==> config.mk <==
export PLATFORM = sky130hd
export DESIGN_NAME = tlb_port_arbiter_flat
export DESIGN_NICKNAME = d
export VERILOG_FILES = /design/src/rtl/tlb_arb_pkg.sv /design/src/rtl/tlb_port_arbiter_if.sv /design/src/rtl/tlb_arb_prio.sv /design/src/rtl/tlb_port_arbiter.sv /design/src/flat_wrapper.sv
export SDC_FILE = /design/constraint.sdc
export NUM_CORES = 1
export LEC_CHECK = 0
export CAP_MARGIN = 20
export CORE_MARGIN = 1
export CORE_UTILIZATION = 34
export CTS_CLUSTER_SIZE = 30
export DETAILED_ROUTE_END_ITERATION = 12
export PLACE_DENSITY = 0.71
export SLEW_MARGIN = 20
export SYNTH_ARGS = -nofsm -noshare
export SYNTH_HDL_FRONTEND = slang
export SYNTH_SLANG_ARGS = --single-unit
export TNS_END_PERCENT = 20
==> constraint.sdc <==
create_clock -name clk -period 2.7 [get_ports clk]
set_input_delay 0.54 -clock clk [delete_from_list [all_inputs] [get_ports clk]]
set_output_delay 0.54 -clock clk [all_outputs]
set_load 0.01 [all_outputs]
==> src/rtl/tlb_arb_pkg.sv <==
// Shared types and sizing for the TLB port arbiter: requester ids, the S1 lookup
// register layout and the TLB index format.
package tlb_arb_pkg;

    localparam int unsigned STARVE_LIMIT = 4;
    localparam int unsigned NREQ         = 3;
    localparam int unsigned STARVE_W     = 3;
    localparam int unsigned VPN_W        = 20;
    localparam int unsigned ASID_W       = 8;
    localparam int unsigned IDX_W        = 3;

    // Bit positions inside the one-hot grant vector
    localparam int unsigned GNT_IF  = 0;
    localparam int unsigned GNT_MEM = 1;
    localparam int unsigned GNT_PRB = 2;

    typedef enum logic [1:0] {
        NONE = 2'd0,
        IF   = 2'd1,
        MEM  = 2'd2,
        PRB  = 2'd3
    } tlb_req_id_e;

    typedef struct packed {
        logic             p;
        logic [IDX_W-1:0] index;
    } Index_t;

    typedef struct packed {
        tlb_req_id_e       id;
        logic [VPN_W-1:0]  vpn;
        logic [ASID_W-1:0] asid;
    } tlb_s1_t;

    // IF and MEM lookups belong to the pipeline and die on a flush; probes do not
    function automatic logic is_pipe_id(input tlb_req_id_e id);
        return (id == IF) || (id == MEM);
    endfunction

endpackage

==> src/rtl/tlb_port_arbiter_if.sv <==
// Requester, lookup-block and result signals of the TLB port arbiter.
interface tlb_port_arbiter_if;
    import tlb_arb_pkg::*;

    logic              if_req;
    logic [VPN_W-1:0]  if_vpn;
    logic              if_gnt;
    logic              mem_req;
    logic [VPN_W-1:0]  mem_vpn;
    logic              mem_gnt;
    logic              prb_req;
    logic [VPN_W-1:0]  prb_vpn;
    logic              prb_gnt;
    logic [ASID_W-1:0] asid;
    logic              tlb_we;
    logic              flush;

    logic [VPN_W-1:0]  lk_vpn;
    logic [ASID_W-1:0] lk_asid;
    logic [VPN_W-1:0]  lk_ppn;
    logic              lk_hit;
    logic              lk_cached;
    logic              lk_dirty;
    logic              lk_valid;
    Index_t            lk_index;

    tlb_req_id_e       rsp_id;
    logic [VPN_W-1:0]  rsp_ppn;
    logic              rsp_hit;
    logic              rsp_cached;
    logic              rsp_dirty;
    logic              rsp_valid;
    Index_t            rsp_index;
    logic              if_rvalid;
    logic              mem_rvalid;
    logic              prb_done;

    // Requesters, CP0 and the lookup block together
    modport master (
        output if_req, if_vpn, mem_req, mem_vpn, prb_req, prb_vpn, asid, tlb_we, flush,
        output lk_ppn, lk_hit, lk_cached, lk_dirty, lk_valid, lk_index,
        input  if_gnt, mem_gnt, prb_gnt, lk_vpn, lk_asid,
        input  rsp_id, rsp_ppn, rsp_hit, rsp_cached, rsp_dirty, rsp_valid, rsp_index,
        input  if_rvalid, mem_rvalid, prb_done
    );

    modport slave (
        input  if_req, if_vpn, mem_req, mem_vpn, prb_req, prb_vpn, asid, tlb_we, flush,
        input  lk_ppn, lk_hit, lk_cached, lk_dirty, lk_valid, lk_index,
        output if_gnt, mem_gnt, prb_gnt, lk_vpn, lk_asid,
        output rsp_id, rsp_ppn, rsp_hit, rsp_cached, rsp_dirty, rsp_valid, rsp_index,
        output if_rvalid, mem_rvalid, prb_done
    );

endinterface

==> src/rtl/tlb_arb_prio.sv <==
// Combinational one-hot grant (PRB > MEM > IF, IF promoted over MEM once starved)
// plus the saturating IF starvation counter.
module tlb_arb_prio
    import tlb_arb_pkg::*;
(
    input  logic            clk,
    input  logic            rst,
    input  logic            if_req,
    input  logic            mem_req,
    input  logic            prb_req,
    input  logic            stall,
    input  logic            flush,
    output logic [NREQ-1:0] gnt
);

    logic [STARVE_W-1:0] starve_cnt;
    logic                starving;

    assign starving = (starve_cnt >= STARVE_W'(STARVE_LIMIT));

    // stall blocks everyone; flush only blocks the pipeline requesters
    always_comb begin
        gnt = '0;
        if (!stall) begin
            if (prb_req) begin
                gnt[GNT_PRB] = 1'b1;
            end else if (!flush) begin
                if (starving && if_req) begin
                    gnt[GNT_IF] = 1'b1;
                end else if (mem_req) begin
                    gnt[GNT_MEM] = 1'b1;
                end else if (if_req) begin
                    gnt[GNT_IF] = 1'b1;
                end
            end
        end
    end

    always_ff @(posedge clk) begin
        if (rst) begin
            starve_cnt <= '0;
        end else if (!if_req || gnt[GNT_IF]) begin
            starve_cnt <= '0;
        end else if (!starving) begin
            starve_cnt <= starve_cnt + STARVE_W'(1);
        end
    end

endmodule

==> src/rtl/tlb_port_arbiter.sv <==
// Arbitrates IF, MEM and CP0 probe lookups onto one TLB lookup port: grant, S1
// lookup register, S2 result register with per-requester result pulses.
module tlb_port_arbiter
    import tlb_arb_pkg::*;
(
    input  logic                clk,
    input  logic                rst,
    tlb_port_arbiter_if.slave   bus
);

    logic [NREQ-1:0] gnt;
    tlb_s1_t         s1_q;
    tlb_s1_t         s1_d;
    tlb_req_id_e     rsp_id_d;
    logic            kill;

    tlb_arb_prio u_prio (
        .clk     (clk),
        .rst     (rst),
        .if_req  (bus.if_req),
        .mem_req (bus.mem_req),
        .prb_req (bus.prb_req),
        .stall   (rst || bus.tlb_we),
        .flush   (bus.flush),
        .gnt     (gnt)
    );

    assign bus.if_gnt  = gnt[GNT_IF];
    assign bus.mem_gnt = gnt[GNT_MEM];
    assign bus.prb_gnt = gnt[GNT_PRB];

    assign bus.lk_vpn  = s1_q.vpn;
    assign bus.lk_asid = s1_q.asid;

    // A TLB write holds S1 for a replay next cycle; a flush still kills IF/MEM in S1
    always_comb begin
        s1_d     = s1_q;
        rsp_id_d = NONE;
        kill     = bus.flush && is_pipe_id(s1_q.id);
        if (kill) begin
            s1_d.id = NONE;
        end
        if (!bus.tlb_we) begin
            rsp_id_d = s1_d.id;
            s1_d.id  = NONE;
        end
        if (gnt[GNT_PRB]) begin
            s1_d = '{id: PRB, vpn: bus.prb_vpn, asid: bus.asid};
        end else if (gnt[GNT_MEM]) begin
            s1_d = '{id: MEM, vpn: bus.mem_vpn, asid: bus.asid};
        end else if (gnt[GNT_IF]) begin
            s1_d = '{id: IF, vpn: bus.if_vpn, asid: bus.asid};
        end
    end

    always_ff @(posedge clk) begin
        if (rst) begin
            s1_q           <= '{id: NONE, vpn: '0, asid: '0};
            bus.rsp_id     <= NONE;
            bus.rsp_ppn    <= '0;
            bus.rsp_hit    <= 1'b0;
            bus.rsp_cached <= 1'b0;
            bus.rsp_dirty  <= 1'b0;
            bus.rsp_valid  <= 1'b0;
            bus.rsp_index  <= '{p: 1'b1, index: '0};
            bus.if_rvalid  <= 1'b0;
            bus.mem_rvalid <= 1'b0;
            bus.prb_done   <= 1'b0;
        end else begin
            s1_q           <= s1_d;
            bus.rsp_id     <= rsp_id_d;
            bus.if_rvalid  <= (rsp_id_d == IF);
            bus.mem_rvalid <= (rsp_id_d == MEM);
            bus.prb_done   <= (rsp_id_d == PRB);
            if (!bus.tlb_we) begin
                bus.rsp_ppn    <= bus.lk_ppn;
                bus.rsp_hit    <= bus.lk_hit;
                bus.rsp_cached <= bus.lk_cached;
                bus.rsp_dirty  <= bus.lk_dirty;
                bus.rsp_valid  <= bus.lk_valid;
                bus.rsp_index  <= bus.lk_index;
            end
        end
    end

endmodule

==> src/flat_wrapper.sv <==
// flat-port wrapper written by rule: the top's interface ports become plain ports
module tlb_port_arbiter_flat import tlb_arb_pkg::*;
  (clk, rst, bus_if_req, bus_if_vpn, bus_mem_req, bus_mem_vpn, bus_prb_req, bus_prb_vpn, bus_asid, bus_tlb_we, bus_flush, bus_lk_ppn, bus_lk_hit, bus_lk_cached, bus_lk_dirty, bus_lk_valid, bus_lk_index, bus_if_gnt, bus_mem_gnt, bus_prb_gnt, bus_lk_vpn, bus_lk_asid, bus_rsp_id, bus_rsp_ppn, bus_rsp_hit, bus_rsp_cached, bus_rsp_dirty, bus_rsp_valid, bus_rsp_index, bus_if_rvalid, bus_mem_rvalid, bus_prb_done);
  tlb_port_arbiter_if bus_i ();
  input  logic clk;
  input  logic rst;
  input wire logic [$bits(bus_i.if_req)-1:0] bus_if_req;
  input wire logic [$bits(bus_i.if_vpn)-1:0] bus_if_vpn;
  input wire logic [$bits(bus_i.mem_req)-1:0] bus_mem_req;
  input wire logic [$bits(bus_i.mem_vpn)-1:0] bus_mem_vpn;
  input wire logic [$bits(bus_i.prb_req)-1:0] bus_prb_req;
  input wire logic [$bits(bus_i.prb_vpn)-1:0] bus_prb_vpn;
  input wire logic [$bits(bus_i.asid)-1:0] bus_asid;
  input wire logic [$bits(bus_i.tlb_we)-1:0] bus_tlb_we;
  input wire logic [$bits(bus_i.flush)-1:0] bus_flush;
  input wire logic [$bits(bus_i.lk_ppn)-1:0] bus_lk_ppn;
  input wire logic [$bits(bus_i.lk_hit)-1:0] bus_lk_hit;
  input wire logic [$bits(bus_i.lk_cached)-1:0] bus_lk_cached;
  input wire logic [$bits(bus_i.lk_dirty)-1:0] bus_lk_dirty;
  input wire logic [$bits(bus_i.lk_valid)-1:0] bus_lk_valid;
  input wire logic [$bits(bus_i.lk_index)-1:0] bus_lk_index;
  output wire logic [$bits(bus_i.if_gnt)-1:0] bus_if_gnt;
  output wire logic [$bits(bus_i.mem_gnt)-1:0] bus_mem_gnt;
  output wire logic [$bits(bus_i.prb_gnt)-1:0] bus_prb_gnt;
  output wire logic [$bits(bus_i.lk_vpn)-1:0] bus_lk_vpn;
  output wire logic [$bits(bus_i.lk_asid)-1:0] bus_lk_asid;
  output wire logic [$bits(bus_i.rsp_id)-1:0] bus_rsp_id;
  output wire logic [$bits(bus_i.rsp_ppn)-1:0] bus_rsp_ppn;
  output wire logic [$bits(bus_i.rsp_hit)-1:0] bus_rsp_hit;
  output wire logic [$bits(bus_i.rsp_cached)-1:0] bus_rsp_cached;
  output wire logic [$bits(bus_i.rsp_dirty)-1:0] bus_rsp_dirty;
  output wire logic [$bits(bus_i.rsp_valid)-1:0] bus_rsp_valid;
  output wire logic [$bits(bus_i.rsp_index)-1:0] bus_rsp_index;
  output wire logic [$bits(bus_i.if_rvalid)-1:0] bus_if_rvalid;
  output wire logic [$bits(bus_i.mem_rvalid)-1:0] bus_mem_rvalid;
  output wire logic [$bits(bus_i.prb_done)-1:0] bus_prb_done;
  assign bus_i.if_req = bus_if_req;
  assign bus_i.if_vpn = bus_if_vpn;
  assign bus_i.mem_req = bus_mem_req;
  assign bus_i.mem_vpn = bus_mem_vpn;
  assign bus_i.prb_req = bus_prb_req;
  assign bus_i.prb_vpn = bus_prb_vpn;
  assign bus_i.asid = bus_asid;
  assign bus_i.tlb_we = bus_tlb_we;
  assign bus_i.flush = bus_flush;
  assign bus_i.lk_ppn = bus_lk_ppn;
  assign bus_i.lk_hit = bus_lk_hit;
  assign bus_i.lk_cached = bus_lk_cached;
  assign bus_i.lk_dirty = bus_lk_dirty;
  assign bus_i.lk_valid = bus_lk_valid;
  assign bus_i.lk_index = bus_lk_index;
  assign bus_if_gnt = bus_i.if_gnt;
  assign bus_mem_gnt = bus_i.mem_gnt;
  assign bus_prb_gnt = bus_i.prb_gnt;
  assign bus_lk_vpn = bus_i.lk_vpn;
  assign bus_lk_asid = bus_i.lk_asid;
  assign bus_rsp_id = bus_i.rsp_id;
  assign bus_rsp_ppn = bus_i.rsp_ppn;
  assign bus_rsp_hit = bus_i.rsp_hit;
  assign bus_rsp_cached = bus_i.rsp_cached;
  assign bus_rsp_dirty = bus_i.rsp_dirty;
  assign bus_rsp_valid = bus_i.rsp_valid;
  assign bus_rsp_index = bus_i.rsp_index;
  assign bus_if_rvalid = bus_i.if_rvalid;
  assign bus_mem_rvalid = bus_i.mem_rvalid;
  assign bus_prb_done = bus_i.prb_done;
  tlb_port_arbiter u_core (.clk(clk), .rst(rst), .bus(bus_i));
endmodule
## Word level (Yosys, flattened, before mapping)

Index checks and enable logic that the tools add are counted.
Widths: inputs -> output; s select.

- Reduce and logical (&&, ||, !) cells: 8
- Eq/ne operators: 5
- $add $sub $neg: 1
- $lt $le $gt $ge: 1
- Muxes and demuxes: 15

Operators with widths:

| cell | count |
|---|---|
| $mux 30 | 3 |
| $mux 2 | 5 |
| $eq 2x2->1 const B | 3 |
| $mux 1 | 6 |
| $eq 2x1->1 const B | 2 |
| $add 3x1->3 const B | 1 |
| $ge 3x3->1 const B | 1 |
| $logic_or 1x1->1 | 3 |
| $mux 3 | 1 |
| $reduce_bool 3->1 | 1 |
| $logic_and 1x1->1 | 2 |
| $reduce_or 2->1 | 1 |
| $logic_not 1->1 | 1 |

- Register bits: 66
- Input bits: 103
- Word-level logic and storage cells: 45
- Output and inout port bits: 64

## Longest topological paths before layout

Gate-level depths: netlist of the first run.

- Word-level depth: 9
- Depth in mapped cells: 6
- Depth with buffers taken out: 5

## By module

From an unflattened synthesis of the first run, not the netlist that was laid out.

- Cell total of the unflattened synthesis: 354
- Area total of the unflattened synthesis: 3300.7 um^2

Modules (own cells, without submodules):

| module | times used | cells each | area an instance (um^2) | sequential area each (um^2) |
|---|---|---|---|---|
| tlb_port_arbiter | 1 | 334 | 3094.2 | 1261.2 |
| tlb_arb_prio | 1 | 20 | 206.4 | 60.1 |

## Worst setup path after synthesis of the first run

No wires, ideal clock.

- Path kind: input to output
- Start point: input port bus_tlb_we
- End point: output port bus_if_gnt
- Required time: 2160 ps
- Buffers on the path: 2
- Cell stages on the path: 4
- Data arrival time: 1539 ps
- Slack: 621 ps
- Cells stage by stage: buf_6 nor4_4 buf_6 and3_1

- Longest elaborated chain between the ends: 2

Ends and longest elaborated chain:

| item | line | RTL |
|---|---|---|
| start, declared | flat_wrapper.sv:14 | `input wire logic [$bits(bus_i.tlb_we)-1:0] bus_tlb_we;` |
| $logic_or 1x1->1 | tlb_port_arbiter.sv:23 | `.stall (rst \|\| bus.tlb_we),` |
| $mux 3 | tlb_arb_prio.sv:24 | `if (!stall) begin` |
| end, declared | flat_wrapper.sv:22 | `output wire logic [$bits(bus_i.if_gnt)-1:0] bus_if_gnt;` |

Every way passes these cells.

## Final worst setup path of the first run

- Start point: input port bus_prb_req
- End point: output port bus_prb_gnt

- Longest elaborated chain between the ends: 2

Ends and longest elaborated chain:

| item | line | RTL |
|---|---|---|
| start, declared | flat_wrapper.sv:11 | `input wire logic [$bits(bus_i.prb_req)-1:0] bus_prb_req;` |
| $mux 1 | tlb_arb_prio.sv:25 | `if (prb_req) begin` |
| $mux 3 | tlb_arb_prio.sv:24 |  |
| end, declared | flat_wrapper.sv:24 | `output wire logic [$bits(bus_i.prb_gnt)-1:0] bus_prb_gnt;` |

Every way passes these cells.

==> results of run 1 <==
## flip-flops by register name (all words and copies together), names as in the netlist
register	flops
u_core.bus.if_rvalid	1
u_core.bus.lk_asid	8
u_core.bus.lk_vpn	20
u_core.bus.mem_rvalid	1
u_core.bus.prb_done	1
u_core.bus.rsp_cached	1
u_core.bus.rsp_dirty	1
u_core.bus.rsp_hit	1
u_core.bus.rsp_id	2
u_core.bus.rsp_index	4
u_core.bus.rsp_ppn	20
u_core.bus.rsp_valid	1
u_core.s1_q	2
u_core.u_prio.starve_cnt	3
## timing repair
action / in CTS / in global routing
resized for setup: 0 / 2
buffers inserted: 0 / 0
endpoints found under the setup margin: 0 / 2
hold buffers: 0 / 0
## Yosys cell counts, types with 5 or more instances
cell      number
a21oi_1        9
a311oi_1      14
a311oi_2       6
a31oi_1       20
a32oi_1       18
buf_1          5
buf_2          9
buf_4         28
buf_6          5
clkbuf_1      18
dfxtp_1       66
mux2i_1       28
nand4_1       24
nor2_1        32
o31ai_1        9
## per-stage QoR
stage / power [W] / hold WS, ps
detailed placement: 0.001573 / 456.9
finish: 0.002415 / 474.9
floorplan: 0.001302 / 424.5
global placement: 0.001563 / 447.7
global route: 0.002524 / 485.5
CTS: 0.002445 / 475.8
## area by class of cell
cell class                      count  area share (%)
Clock inverter                      2          0.7074
Inverter                            4          0.3032
Timing Repair Buffer              187           36.63
Tap cell                          108           2.729
Multi-Input combinational cell    198           29.54
Sequential cell                    66           26.68
Clock buffer                       13           3.411
## cells in the final DEF (no fill, tap or decap), drive strengths merged
master         instances
nand3                  4
dfxtp                 66
nor2b                  4
or2                    1
a21boi                 1
clkbuf                13
nor4bb                 2
clkinv                 1
nand4                 24
o31ai                  9
mux2i                 28
bufinv                 1
xor2                   1
inv                    4
and3                   4
a31oi                 20
nand2b                 4
a21oi                  9
nor4                   1
a32oi                 18
ha                     2
or3                    1
a311oi                20
nor3                   2
a41oi                  4
and2                   4
clkdlybuf4s50        162
buf                   23
dlymetal6s2s           2
nor2                  32
nand2                  1
a211o                  2
## power groups by stage
| stage | Sequential, W | Clock (W) | Combinational [W] |
|---|---|---|---|
| finish | 0.00106 | 0.000863 | 0.000497 |
| CTS | 0.00106 | 0.000891 | 0.000498 |
| global placement | 0.00107 | 0 | 0.000489 |
| floorplan | 0.00108 | 0 | 0.000219 |
| global route | 0.00106 | 0.000929 | 0.000533 |
| detailed placement | 0.00108 | 0 | 0.000496 |
## kinds of logic (layout without fill, tap and decap cells)
family	Yosys count	after routing
AND/OR/NAND/NOR	84	84
AO/OA/AOI/OAI	83	83
buffers and inverters	69	206
flip-flops	66	66
multiplexers	28	28
adder cells (fa/ha/maj)	2	2
XOR/XNOR	1	1
## how the worst max path moves through the flow
| stage | from | end | slack, ps | depth (start not counted) |
|---|---|---|---|---|
| 6_report | bus_prb_req | bus_prb_gnt | 220 | 4 |
| 5_1_grt | bus_prb_req | bus_prb_gnt | 160 | 4 |
| 3_5_place_dp | bus_flush | bus_if_gnt | 8 | 4 |
| 3_3_place_gp | bus_flush | bus_mem_gnt | 20 | 4 |
| 2_1_floorplan | bus_tlb_we | bus_if_gnt | 620 | 4 |
| 4_1_cts | bus_flush | bus_mem_gnt | 2 | 4 |
## layer usage
metal	vias up	wire [um]
li1	1500	-
met1	1485	3905
met2	152	4729
met3	20	986
met4	0	188
met5	-	0
## worst register-to-register path: cells and delay by family (launching register included)
| family | cells | cell delay, ps |
|---|---|---|
| flip-flops | 1 | 430 |
| AO/OA/AOI/OAI | 2 | 460 |
| AND/OR/NAND/NOR | 1 | 150 |
| buffers and inverters | 1 | 260 |
==> results.cfg, run 1 <==
[layout]
syn_to_final_growth_pct = 55.46
nFillCells = 811
multi_input_area_mm2 = 0.001463
final_util_pct = 55.70
drive_gt1_share_pct = 10.43
stdcell_count = 578
seqCellArea_mm2 = 0.001321
final_nets = 571
final_area_mm2 = 0.004952
antenna_cells = 0

[power]
seq_power_share_pct = 43.7
leakagePower_nw = 1.859
ir_drop_uv = 405.3
pwr-share-comb_pct = 20.6
clock_power_share_pct = 35.7
pwr_density_cell_mw_per_mm2 = 487.7
switchingPower_w = 0.0006010
switching_share_pct = 24.88
internal-power_w = 0.001814

[floorplan]
die_h_um = 98.80
die_w_um = 98.80
row_count = 34
io_pins = 167
dieArea_mm2 = 0.009760
start_util_pct = 35.83
core_mm2 = 0.008891

[timing]
worst_slew_pin_slew_ps = 636.0
finClkSkew_ps = 10.28
setup-tns-final_ps = 0
rsz0062_at_grt = false
setup-violations-final = 0
hold_violations = 0
drv_slew = 0
maxSlewHeadroom_pct = 57.51
max_freq_mhz = 403.5
fin_crit_ps = 2478
setup_ws_ps = 221.5
fin_crit_sh_pct = 91.80

[yosys]
ys_top_cells_by_area = dfxtp_1, mux2i_1, buf_4
synthArstFlopShare_pct = 0
ys_seq_area_share_pct = 41.48
synth_edf_count = 0
synthCells = 333
muxShareOfSynthArea_pct = 8.798
syn_area_mm2 = 0.003186
ys.flop_type = dfxtp_1
synth-xor-area-share_pct = 0.2749
synth-adder-area-share_pct = 0.7855
yosys_warnings = 0
ys_types = 33
synth_compound_area_share_pct = 20.97
syn_nets = 438
syn_area_per_cell_um2 = 9.566
synth_top_family_by_area = compound AO/OA/AOI/OAI gates
synth.largest_area_cell = dfxtp_1
synth_top_area_share_pct = 41.48
yosys.area_share.simple_pct = 14.73
ys_seq_elements = 66

[routing]
ant_nets = 0
drt_iter0_drc = 149
route.detailed.drc = 0
vias = 3157
detailedRoute.firstPassIterationCount = 4
wl_um = 9809
wl_per_cell_um = 16.97
via_per_inst = 5.462

[global_route]
met2_usage_pct = 33.84
grtUsageMet3_pct = 8.085
gr-total-overflow = 0
grt_max_degree = 50
top_usage_layer = met2
grt_pass1_vias = 3193
grtUsageMet1_pct = 24.44
grt_pass1_wl_um = 15960
antenna_found_initial = 0
grtUsageTotal_pct = 20.60

[worst_setup_path]
end_kind = output port
reg2reg_from = u_core.u_prio.starve_cnt[2]$_SDFFE_PP0N_
cp_slowest_cell = clkdlybuf4s50_1
path_cells = clkdlybuf4s50_1 -> nand2_1 -> inv_1 -> clkdlybuf4s50_1
r2r_end = u_core.bus.lk_vpn[12]$_SDFFE_PP0P_
crit_type = input pin to output port
cp-start-kind = input pin
max_stage_delay_ps = 560
crit_family = buffers and inverters
cp_num_buf_inv = 3
worstPathArrival_ps = 1940
r2r_slack_ps = 1300
cp_max_fo = 4
required_ps = 2160
ff2ff_path_depth = 4
crit_path_frequent_cell = clkdlybuf4s50_1

[cts]
cts_made_buffers = 9
h-tree-depth = 3
clock_latency_ps = 340
clockRootBuffer = clkbuf_8
cts.sinks = 66
path_clk_slew_ps = 70
clockBufferDepth = 2
cts_tree = done

[worst_hold_path]
holdPathStages = 2
hold_path_end = u_core.bus.lk_asid[1]$_SDFFE_PP0P_
hold_class = register to register
hp-start = u_core.bus.lk_asid[1]$_SDFFE_PP0P_

[placed_design]
dp_hpwl_um = 6983
gp_congestion = 0.8375
portBuffers = 166
place_ws_ps = 8.156
placed_area_mm2 = 0.004743
dp.cells = 563

[status]
status = completed

[flow_run]
cap_violations = 0
(Power assumes the default switching activity.)
==> inputs of run 2 (changes only) <==
- HOLD_SLACK_MARGIN: not set -> 0.12
- PLACE_DENSITY: 0.71 -> 0.74
- clock period: 2.7 -> 2.2 ns (I/O delays scaled with it)
==> run 2 against run 1 <==
Net effect: clock-buffer cell count shrank 3; sequential share of layout area is 0.46 points lower; setup slack got worse by 150 ps; largest cell class unchanged; sequential power grew 22%; die area stayed put; final cell count grew 0.69%; core utilization rose by 0.99 points; combinational power rose by 25%; largest power group unchanged; via count down 0.19%; hold slack better by 0.84 ps; clock power rose by 33%.
==> results.cfg, run 2 (synthesis gave the netlist of run 1 again) <==
[global_route]
gr-total-overflow = 0
antenna_found_initial = 0
grt_max_degree = 42
grt_pass1_wl_um = 15870
grtUsageTotal_pct = 20.44
grt_pass1_vias = 3206

[cts]
cts_made_buffers = 9
clock_latency_ps = 340
path_clk_slew_ps = 70
cts_tree = done
clockRootBuffer = clkbuf_8
h-tree-depth = 3
clockBufferDepth = 2
cts.sinks = 66
cts_hold_buf = 0

[placed_design]
dp_hpwl_um = 6784
portBuffers = 166
placed_area_mm2 = 0.004788
place_ws_ps = -296.5
gp_congestion = 0.7736

[routing]
vias = 3151
route.detailed.drc = 0
wl_um = 9818
top_layer = met4
via_per_inst = 5.414
wl_per_cell_um = 16.87
met2_length_um = 4612
drt_iter0_drc = 145
route.met3.wl_um = 994
detailedRoute.firstPassIterationCount = 4
met1Wirelength_um = 3925
ant_nets = 0

[timing]
hold_violations = 0
fin_crit_ps = 2127
maxSlewHeadroom_pct = 68.68
max_freq_mhz = 470.1
setup-violations-final = 0
setup-tns-final_ps = 0
finClkSkew_ps = 7.926
setup_ws_ps = 72.63
worst_slew_pin_slew_ps = 469.8
rsz0062_at_grt = false
drv_slew = 0
fin_crit_sh_pct = 96.70

[floorplan]
die_h_um = 98.80
start_util_pct = 35.83
dieArea_mm2 = 0.009760
die_w_um = 98.80
core_mm2 = 0.008891
row_count = 34
io_pins = 167

[worst_setup_path]
path_cells = clkdlybuf4s50_1 -> nor4_4 -> and2_1 -> clkdlybuf4s15_2
worstPathArrival_ps = 1690
ff2ff_path_depth = 4
crit_type = input pin to output port
r2r_slack_ps = 800
cp-startpoint = bus_flush
reg2reg_from = u_core.u_prio.starve_cnt[2]$_SDFFE_PP0N_
cp_num_buf_inv = 2
required_ps = 1760
cp.depth = 4
cp_max_fo = 3
cp_slowest_cell = clkdlybuf4s50_1
cp-start-kind = input pin
max_stage_delay_ps = 470
end_kind = output port
crit_family = buffers and inverters

[status]
status = completed

[layout]
syn_to_final_growth_pct = 58.21
final_nets = 573
nFillCells = 787
final_area_mm2 = 0.005040
drive_gt1_share_pct = 11.63
layout_commonest_cell = clkdlybuf4s50_1
mostFrequentLayoutCells = clkdlybuf4s50_1, dfxtp_1, nor2_1, mux2i_1, nand4_1

[power]
pwr_density_cell_mw_per_mm2 = 609.2
ir_drop_uv = 428.4
leakagePower_nw = 1.862

[worst_hold_path]
holdPathStages = 1
hp-start = u_core.s1_q[28]$_SDFF_PP0_
hold_class = register to register

[flow_run]
cap_violations = 0
==> run 2: final timing paths <==
kind | to
max | bus_mem_gnt
min | u_core.bus.mem_rvalid$_SDFF_PP0_
max reg2reg | u_core.bus.lk_vpn[12]$_SDFFE_PP0P_
min reg2reg | u_core.bus.mem_rvalid$_SDFF_PP0_
==> run 2: metrics by stage <==
stage / hold WS, ps / utilization (%) / std cells / total power [W]
2_1_floorplan: 424.5 / - / 333 / 0.001598
3_3_place_gp: 447.0 / 53.86 / 564 / 0.001928
3_5_place_dp: 458.6 / 53.86 / 564 / 0.001940
4_1_cts: 478.1 / 56.57 / 580 / 0.003109
5_1_grt: 502.4 / 56.66 / 581 / 0.003213
6_report: 475.7 / 56.68 / 582 / 0.003071
==> run 2: repair_timing <==
| action | CTS | global route |
|---|---|---|
| pin swaps | 1 | 1 |
| buffers inserted | 0 | 1 |
| endpoints found under the hold margin | 0 | 0 |
| setup endpoints to repair | 3 | 2 |
| gates resized for setup | 10 | 0 |
| gates cloned | 0 | 0 |
==> run 2: per-layer routing <==
| metal | vias to the layer above | global-route usage, % |
|---|---|---|
| li1 | 1512 | - |
| met1 | 1459 | 24.23 |
| met2 | 153 | 33.57 |
| met3 | 27 | 7.234 |
| met4 | 0 | 8.496 |
| met5 | - | 0 |
==> run 2: cell type report <==
type	instances	area, um2	share of cell area [%]
Antenna cell	1	2.502	0.04965
Clock buffer	10	137.6	2.731
Clock inverter	6	90.09	1.787
Inverter	4	15.01	0.2979
Multi-Input combinational cell	198	1463	29.02
Sequential cell	66	1321	26.22
Tap cell	108	135.1	2.681
Timing Repair Buffer	189	1876	37.21
==> run 2: where the power goes <==
group          leakage [nW]  internal [W]  switching (W)
clock network         0.112      0.000671       0.000484
logic                  1.21      0.000368       0.000255
registers             0.542       0.00126      0.0000343
==> inputs of run 3 (changes only) <==
- CORE_UTILIZATION: 34 -> 27
- PLACE_DENSITY: 0.74 -> not set
==> run 3 against run 2 <==
Net effect: sequential cell count did not move; non-clock buffer count rose by 2; via count rose by 1.5%; combinational power rose by 0.8%; largest power group is now clock; critical path type unchanged; register-to-register slack barely moved.
==> results.cfg, run 3 (synthesis gave the netlist of run 1 again) <==
[routing]
wl_per_cell_um = 16.76
drt_iter0_drc = 198
met1Wirelength_um = 4390
ant_nets = 0
met2_length_um = 4881
wl_um = 10360
vias = 3197
via_per_inst = 5.173
top_layer = met5
route.detailed.drc = 0
route.met3.wl_um = 828
detailedRoute.firstPassIterationCount = 4

[worst_setup_path]
r2r_end = u_core.bus.lk_vpn[18]$_SDFFE_PP0P_
cp-start-kind = input pin
path_cells = clkdlybuf4s50_1 -> nor4_4 -> and2_4 -> clkdlybuf4s15_1
cp_slowest_cell = clkdlybuf4s50_1
end_kind = output port
required_ps = 1760
max_stage_delay_ps = 460
crit_type = input pin to output port
cp_max_fo = 3
r2r_slack_ps = 800
reg2reg_from = u_core.u_prio.starve_cnt[2]$_SDFFE_PP0N_
worstPathArrival_ps = 1720
ff2ff_path_depth = 4

[timing]
setup-tns-final_ps = 0
max_freq_mhz = 463.5
maxSlewHeadroom_pct = 65.22
fin_crit_ps = 2158
fin_crit_sh_pct = 98.07
setup_ws_ps = 42.45
drv_slew = 0
hold_violations = 0
finClkSkew_ps = 6.736
worst_slew_pin_slew_ps = 521.8
rsz0062_at_grt = false
setup-violations-final = 0

[floorplan]
core_mm2 = 0.01147
die_h_um = 110.6
start_util_pct = 27.78
dieArea_mm2 = 0.01224
row_count = 39
io_pins = 167
die_w_um = 110.6

[cts]
cts.sinks = 66
h-tree-depth = 3
cts_made_buffers = 9
clockRootBuffer = clkbuf_16
clock_latency_ps = 330
clockBufferDepth = 2
cts_hold_buf = 0
cts_tree = done
path_clk_slew_ps = 60

[worst_hold_path]
hold_class = register to register
holdPathStages = 2
hold_path_end = u_core.bus.lk_asid[3]$_SDFFE_PP0P_
hp-start = u_core.bus.lk_asid[3]$_SDFFE_PP0P_

[placed_design]
dp_hpwl_um = 7208
gp_congestion = 0.7655
portBuffers = 166
place_ws_ps = -280.8
placed_area_mm2 = 0.004847

[flow_run]
cap_violations = 0

[global_route]
grt_max_degree = 37
grt_pass1_wl_um = 16750
gr-total-overflow = 0
antenna_found_initial = 1
grtUsageTotal_pct = 16.86
grt_pass1_vias = 3225

[layout]
syn_to_final_growth_pct = 62.69
drive_gt1_share_pct = 12.42
final_area_mm2 = 0.005182
layout_commonest_cell = clkdlybuf4s50_1
antenna_cells = 0
final_nets = 575
mostFrequentLayoutCells = clkdlybuf4s50_1, dfxtp_1, nor2_1, mux2i_1, nand4_1
nFillCells = 1118

[power]
leakagePower_nw = 1.917
ir_drop_uv = 416.1
pwr_density_cell_mw_per_mm2 = 676.1

[status]
status = completed
## run 3: changes by cell type in the layout (fill, tap and decap cells not counted), moves of 2 or more
cell             before  now
clkbuf_8             10    1
clkdlybuf4s15_2       2    0
buf_4                19   22
clkbuf_16             0    9
## run 3: report_power, final
| group | leakage, nW | internal (W) | switching (W) |
|---|---|---|---|
| registers | 0.542 | 0.00126 | 0.0000357 |
| logic | 1.22 | 0.000369 | 0.000259 |
| clock network | 0.159 | 0.00102 | 0.000555 |
## run 3: repair_timing
action                     4_1_cts  5_1_grt
resized for setup                6        3
setup endpoints to repair        3       22
pin swaps                        1        1
setup buffers                    1        0
## run 3: worst max path at each step
stage	end	slack (ps)	start
2_1_floorplan	bus_if_gnt	320	bus_tlb_we
3_3_place_gp	bus_mem_gnt	-280	bus_flush
3_5_place_dp	bus_if_gnt	-280	bus_flush
4_1_cts	bus_mem_gnt	10	bus_flush
5_1_grt	bus_mem_gnt	4	bus_flush
6_report	bus_mem_gnt	40	bus_flush
## run 3: cell type report
| class | count | area (um2) | area share [%] |
|---|---|---|---|
| repair buffers | 191 | 1871 | 36.09 |
| multi-input cells | 198 | 1468 | 28.32 |
| flip-flops and latches | 66 | 1321 | 25.49 |
| clock buffers | 10 | 239.0 | 4.611 |
| well taps | 143 | 178.9 | 3.452 |
| clock inverters | 6 | 90.09 | 1.738 |
| inverters | 4 | 15.01 | 0.2897 |
## run 3: through the flow
stage               std cells  total power, W  hold slack, ps  utilization, %
floorplan                 333        0.001598           424.5               -
global placement          601        0.001937           446.4           42.27
detailed placement        601        0.001947           464.1           42.27
CTS                       618        0.003539           475.0           45.19
global route              618        0.003643           503.6           45.19
finish                    618        0.003504           474.4           45.19
## run 3: worst max-delay path: cells and delay by family
family                 cells  cell delay (ps)
buffers and inverters      2              720
AND/OR/NAND/NOR            2              560
## run 3: routing by layer
metal	GRT usage, %	up-vias
met5	0	-
met4	6.311	2
met3	5.379	20
met2	27.78	152
met1	20.42	1512
li1	-	1511
